[src/rtl/hazard_scoreboard_pkg.sv]
// Shared definitions for the hazard scoreboard: stage numbering, tracked-entry
// record and forwarding-select encoding.
package hazard_scoreboard_pkg;

    // Stage numbers double as the fwd_sel encoding: 0 reads the register file,
    // k forwards from post-decode stage k.
    localparam int STG_RF  = 0;
    localparam int STG_EX  = 1;
    localparam int STG_MEM = 2;
    localparam int STG_WB  = 3;

    localparam int FWD_RF  = STG_RF;

    // Register field is sized for up to 256 architectural registers; narrower
    // indices are zero-extended into it.
    localparam int RD_W = 8;

    typedef struct packed {
        logic            vld;
        logic [RD_W-1:0] rd;
        logic            ld;
    } entry_t;

endpackage

[src/rtl/hazard_scoreboard_match.sv]
// Per-operand RAW resolver: finds the youngest tracked write to a source
// register and reports whether its data can be forwarded yet.
module hazard_match
    import hazard_scoreboard_pkg::*;
#(
    parameter int DEPTH      = 3,
    parameter int LOAD_READY = 2,
    parameter int ZERO_REG   = 1,
    parameter int SW         = 2
) (
    input  logic [RD_W-1:0]      src,
    input  logic                 used,
    input  entry_t [DEPTH:1]     ents,
    output logic                 hit,
    output logic [SW-1:0]        sel,
    output logic                 not_ready
);

    logic enable_s;
    logic match_s;

    // Scan oldest to youngest so the youngest match overwrites older ones.
    always_comb begin
        hit       = 1'b0;
        sel       = SW'(FWD_RF);
        not_ready = 1'b0;
        match_s   = 1'b0;
        enable_s  = used && !((ZERO_REG != 0) && (src == {RD_W{1'b0}}));
        for (int k = DEPTH; k >= 1; k--) begin
            match_s   = enable_s && ents[k].vld && (ents[k].rd == src);
            hit       = match_s ? 1'b1 : hit;
            sel       = match_s ? SW'(k) : sel;
            not_ready = match_s ? (ents[k].ld && (k < LOAD_READY)) : not_ready;
        end
    end

endmodule

[src/rtl/hazard_scoreboard.sv]
// Decode-stage hazard/forwarding controller: tracks in-flight writes through a
// DEPTH-deep shift register, resolves load-use stalls and forwarding selects.
module hazard_scoreboard
    import hazard_scoreboard_pkg::*;
#(
    parameter int NREG       = 16,
    parameter int DEPTH      = 3,
    parameter int LOAD_READY = 2,
    parameter int ZERO_REG   = 1,
    parameter int CNT_W      = 16,
    localparam int RW        = $clog2(NREG),
    localparam int SW        = $clog2(DEPTH + 1)
) (
    input  logic             clk,
    input  logic             rst,
    input  logic             id_valid,
    input  logic [RW-1:0]    id_rs1,
    input  logic             id_rs1_used,
    input  logic [RW-1:0]    id_rs2,
    input  logic             id_rs2_used,
    input  logic [RW-1:0]    id_rd,
    input  logic             id_wr,
    input  logic             id_is_load,
    input  logic             flush,
    output logic             stall,
    output logic [SW-1:0]    fwd_sel1,
    output logic [SW-1:0]    fwd_sel2,
    output logic [SW-1:0]    inflight,
    output logic [CNT_W-1:0] stall_cnt
);

    entry_t [DEPTH:1] ents_r;
    entry_t           new_s;
    logic [SW-1:0]    inflight_r;
    logic [SW-1:0]    inflight_nxt_s;
    logic [CNT_W-1:0] stall_cnt_r;

    logic             hit1_s, hit2_s, nr1_s, nr2_s, stall_s;
    logic [SW-1:0]    sel1_s, sel2_s;

    hazard_match #(
        .DEPTH(DEPTH), .LOAD_READY(LOAD_READY), .ZERO_REG(ZERO_REG), .SW(SW)
    ) u_match1 (
        .src       (RD_W'(id_rs1)),
        .used      (id_valid && id_rs1_used),
        .ents      (ents_r),
        .hit       (hit1_s),
        .sel       (sel1_s),
        .not_ready (nr1_s)
    );

    hazard_match #(
        .DEPTH(DEPTH), .LOAD_READY(LOAD_READY), .ZERO_REG(ZERO_REG), .SW(SW)
    ) u_match2 (
        .src       (RD_W'(id_rs2)),
        .used      (id_valid && id_rs2_used),
        .ents      (ents_r),
        .hit       (hit2_s),
        .sel       (sel2_s),
        .not_ready (nr2_s)
    );

    // Stall/forward resolution; a flush suppresses the stall outright.
    always_comb begin
        stall_s  = !flush && ((hit1_s && nr1_s) || (hit2_s && nr2_s));
        fwd_sel1 = (stall_s || !hit1_s || nr1_s) ? SW'(FWD_RF) : sel1_s;
        fwd_sel2 = (stall_s || !hit2_s || nr2_s) ? SW'(FWD_RF) : sel2_s;
    end

    // Entry entering EX: a bubble unless a real writing instruction proceeds.
    always_comb begin
        new_s.vld = (flush || stall_s || !id_valid) ? 1'b0 : id_wr;
        new_s.rd  = RD_W'(id_rd);
        new_s.ld  = id_is_load;
    end

    // Occupancy after the coming shift, so the registered count tracks the entries.
    always_comb begin
        inflight_nxt_s = SW'(new_s.vld);
        for (int k = 1; k < DEPTH; k++) begin
            inflight_nxt_s = inflight_nxt_s + SW'(ents_r[k].vld);
        end
    end

    // Pipeline shift register, occupancy and saturating stall counter.
    always_ff @(posedge clk or posedge rst) begin
        if (rst) begin
            ents_r      <= '0;
            inflight_r  <= '0;
            stall_cnt_r <= '0;
        end else begin
            ents_r[1] <= new_s;
            for (int k = 2; k <= DEPTH; k++) begin
                ents_r[k] <= ents_r[k-1];
            end
            inflight_r <= inflight_nxt_s;
            if (stall_s && (stall_cnt_r != {CNT_W{1'b1}})) begin
                stall_cnt_r <= stall_cnt_r + {{(CNT_W-1){1'b0}}, 1'b1};
            end else begin
                stall_cnt_r <= stall_cnt_r;
            end
        end
    end

    assign stall     = stall_s;
    assign inflight  = inflight_r;
    assign stall_cnt = stall_cnt_r;

endmodule

[config.mk]
export PLATFORM = sky130hd
export DESIGN_NAME = hazard_scoreboard
export DESIGN_NICKNAME = d
export VERILOG_FILES = /design/src/rtl/hazard_scoreboard_pkg.sv /design/src/rtl/hazard_scoreboard_match.sv /design/src/rtl/hazard_scoreboard.sv
export SDC_FILE = /design/constraint.sdc
export NUM_CORES = 1
export LEC_CHECK = 0
export CAP_MARGIN = 25
export CORE_MARGIN = 10
export CORE_UTILIZATION = 45
export CTS_BUF_LIST = sky130_fd_sc_hd__clkbuf_4 sky130_fd_sc_hd__clkbuf_8
export DETAILED_ROUTE_END_ITERATION = 16
export PLACE_DENSITY = 0.71
export SETUP_SLACK_MARGIN = 0.15
export SYNTH_ARGS = -nofsm -noshare
export SYNTH_HDL_FRONTEND = slang
export SYNTH_HIERARCHICAL = 1
export SYNTH_SLANG_ARGS = --single-unit
export TNS_END_PERCENT = 20
[constraint.sdc]
create_clock -name clk -period 2.4 [get_ports clk]
set_clock_uncertainty 0.05 [all_clocks]
set_input_delay 0.48 -clock clk [delete_from_list [all_inputs] [get_ports clk]]
set_output_delay 0.48 -clock clk [all_outputs]
set_load 0.01 [all_outputs]
==> reports/results.txt <==
Summed over all layers, the global routing overflow is 0. Count of H-tree levels built during CTS: 2. The starting DRC count in detailed routing is 53. Total I/O pin count: 43. At the end of routability-driven placement, the weighted congestion stood at 0.807.

The type of origin of the critical path is an input pin. The setup TNS was -4.80 ns. On the worst path, the slowest cell contributes a delay of 0.53 ns. Detailed placement finished with a half-perimeter wire length of 4.20 mm. Destination of the worst register-to-register timing path: stall_cnt[7]. For the number of remaining DRC errors, the log shows 0. The clock transition at the register clock pins on the worst setup and hold paths after CTS came out at 0.06 ns. The number of antenna violations at the first check in global routing is 0.

The horizontal extent of the die is 88.3 µm. Dividing the detail-routed via count by the number of cells gives 4.77. Data on the critical path is required at its endpoint by 1.87 ns. For this design the ratio of total power to cell area is 365 nW/µm². After routing the design area is 3360 µm². The worst-case vdd ir drop is 0.343 mV. The final reports fail on setup timing. Slowest library cell on the worst path: or4_4.

The repair_antennas step left the layout with diodes totalling 0. The tightest min-delay check is of the reg -> reg type. No sink is reached through more buffers than the 2 on the longest clock path. The die covers 7800 µm².

The run gives 2.42 ns as the data arrival at the endpoint of the critical path. The combinational share of power is 17.4%. The total global-route track usage was 14.5%; the total design power was 1.22 mW.

Startpoint-to-endpoint class of the critical path: in -> out. The y dimension of the die is 88.3 µm. The final route contains 1856 vias. The worst setup path is captured at an output port.

The setup slack at placement is -1.35 ns. The part of the power in registers was 49.4%. For the max-slew violation count, the log shows 0. The maximum fanout along the worst path is 4, and the register-to-register setup slack is -0.19 ns. The smallest clock period supported by the final layout is computed as 2.95 ns.

Among cell families on the critical path, the largest total delay comes from simple AND/OR/NAND/NOR gates. A synthesized cell averages 10.8 µm². The worst hold path passes through 0 cells.

Number of hold violations in the final report: 0. The count of buffers added on input and output ports is 42. For hold timing, the worst endpoint is ents_r[11]. Critical register-to-register path startpoint: ents_r[4]. Wires add up to 5.33 mm. The worst min-delay path startpoint was ents_r[1]. The flow ran to the end, but the final reports show violations. The via count of the first global-routing pass was 1994; the clock latency reported for the late side of the worst-skew pair was 0.28 ns.

First-pass GRT wire length: 9.13 mm. For this design the total switching power over the nets is 302 µW. Relative to the synthesized area, the layout overhead comes to 60.0%. The Yosys step of the flow raised 6 warnings.

The run gives 47.2% as the effective utilization at floorplan. Clock tree synthesis found a total of 34 sinks. For this design the static power due to leakage is 1.53 nW. The worst path uses 123% of the clock period. After synthesis the cells add up to 2100 µm². The first detailed-routing pass ran for 4 iterations. Of the total power, the share spent switching nets is 24.7%.

The count of nets left with antenna violations after detail routing was 0. The floorplan has 24 rows. The placeable core region was 4440 µm². Traced cell by cell, the critical path runs through buf_6, or4_4, o21ai_4, nand4b_1, nand3_4, a22oi_4, nor2_4, buf_12, nor4bb_4, buf_2. The total cell area at the placement stage came out at 3150 µm². Setup repair after global routing could not meet its margin everywhere. Clock tree synthesis selected as its root buffer the cell clkbuf_8.

The run gives 20 as the setup-violating endpoint count in the final report. The design internal power is 923 µW. Entering global routing, the biggest net connects 35 pins. In the final layout, the share of cells above drive strength 1 is 30.3%. The run gives -0.555 ns as the final setup slack of the worst path. The relative contribution of the clock network to total power is 33.2%. Counting the buffers created by CTS gives 5. The core utilization of the finished layout came out at 75.6%. Synthesis produced 194 cells.

The count of buffering cells on the critical path with inverters included came out at 3. Timing would allow up to 0.338 GHz. After detailed routing, the average wire length per cell comes to 13.7 µm. The net count of the finished layout is 360.

Worst reg2reg path depth: 11. TritonCTS built the clock tree. The tool flagged a number of max-cap violations equal to 0.
-- sequential cells by signal, summed over array words and instances (netlist names) --
signal / count
ents_r: 16
stall_cnt: 16
inflight: 2
-- per-layer routing --
metal,wire length [µm],vias to the layer above,global-route usage (%),part of all wire (%)
met5,0,-,0,0
met4,53,0,4.11,1.0
met3,316,6,4.96,5.9
met2,2540,39,23.9,48
met1,2410,877,17.5,45
li1,-,934,-,-
-- power groups by stage --
| stage | combinational, mW | sequential [mW] | clock (mW) |
|---|---|---|---|
| final | 0.213 | 0.605 | 0.407 |
| after global routing | 0.238 | 0.606 | 0.446 |
| after CTS | 0.200 | 0.604 | 0.427 |
| after detailed placement | 0.196 | 0.615 | 0 |
| after global placement | 0.195 | 0.614 | 0 |
| after floorplan | 0.111 | 0.612 | 0 |
-- what timing repair did --
item / 4_1_cts / 5_1_grt
hold buffers: 0 / 0
pin swaps: 16 / 11
setup buffers: 4 / 4
resized for setup: 57 / 15
setup endpoints to repair: 24 / 24
-- cell type report --
| cell class | instances | area [µm²] |
|---|---|---|
| clock buffer | 6 | 82.6 |
| timing repair buffer | 83 | 692 |
| fill | 308 | 1090 |
| sequential | 34 | 852 |
| inverter | 6 | 22.5 |
| tap | 52 | 65.1 |
| multi-input combinational | 208 | 1640 |
-- layout by cell type, fill, tap and decap left out, types with 3 or more instances in the layout --
cell type,count
buf_2,8
xor2_1,15
nand2_1,7
nor4bb_4,4
dfrtp_1,33
conb_1,56
and2_1,3
nor4_1,4
xnor2_2,3
clkbuf_8,6
xnor2_1,42
nand4_1,9
buf_4,40
or4_4,9
clkdlybuf4s50_1,28
inv_1,6
nor3_4,3
nand3_1,13
-- stage by stage --
stage	std cells	hold slack [ns]
finish	389	0.390
floorplan	249	0.358
CTS	385	0.399
detailed placement	375	0.384
global placement	375	0.366
global route	389	0.412
-- worst max-delay path by stage --
stage / cells past startpoint / startpoint / slack, ns / endpoint
floorplan: 7 / id_rs2[1] / -0.30 / fwd_sel1[0]
global placement: 10 / id_rs2[1] / -1.28 / fwd_sel1[0]
detailed placement: 10 / id_rs1[0] / -1.35 / fwd_sel1[0]
CTS: 10 / id_rs2[2] / -0.61 / fwd_sel2[0]
global route: 10 / id_rs2[0] / -0.69 / fwd_sel2[1]
finish: 10 / id_rs2[0] / -0.55 / fwd_sel2[1]
(Power assumes the default switching activity.)
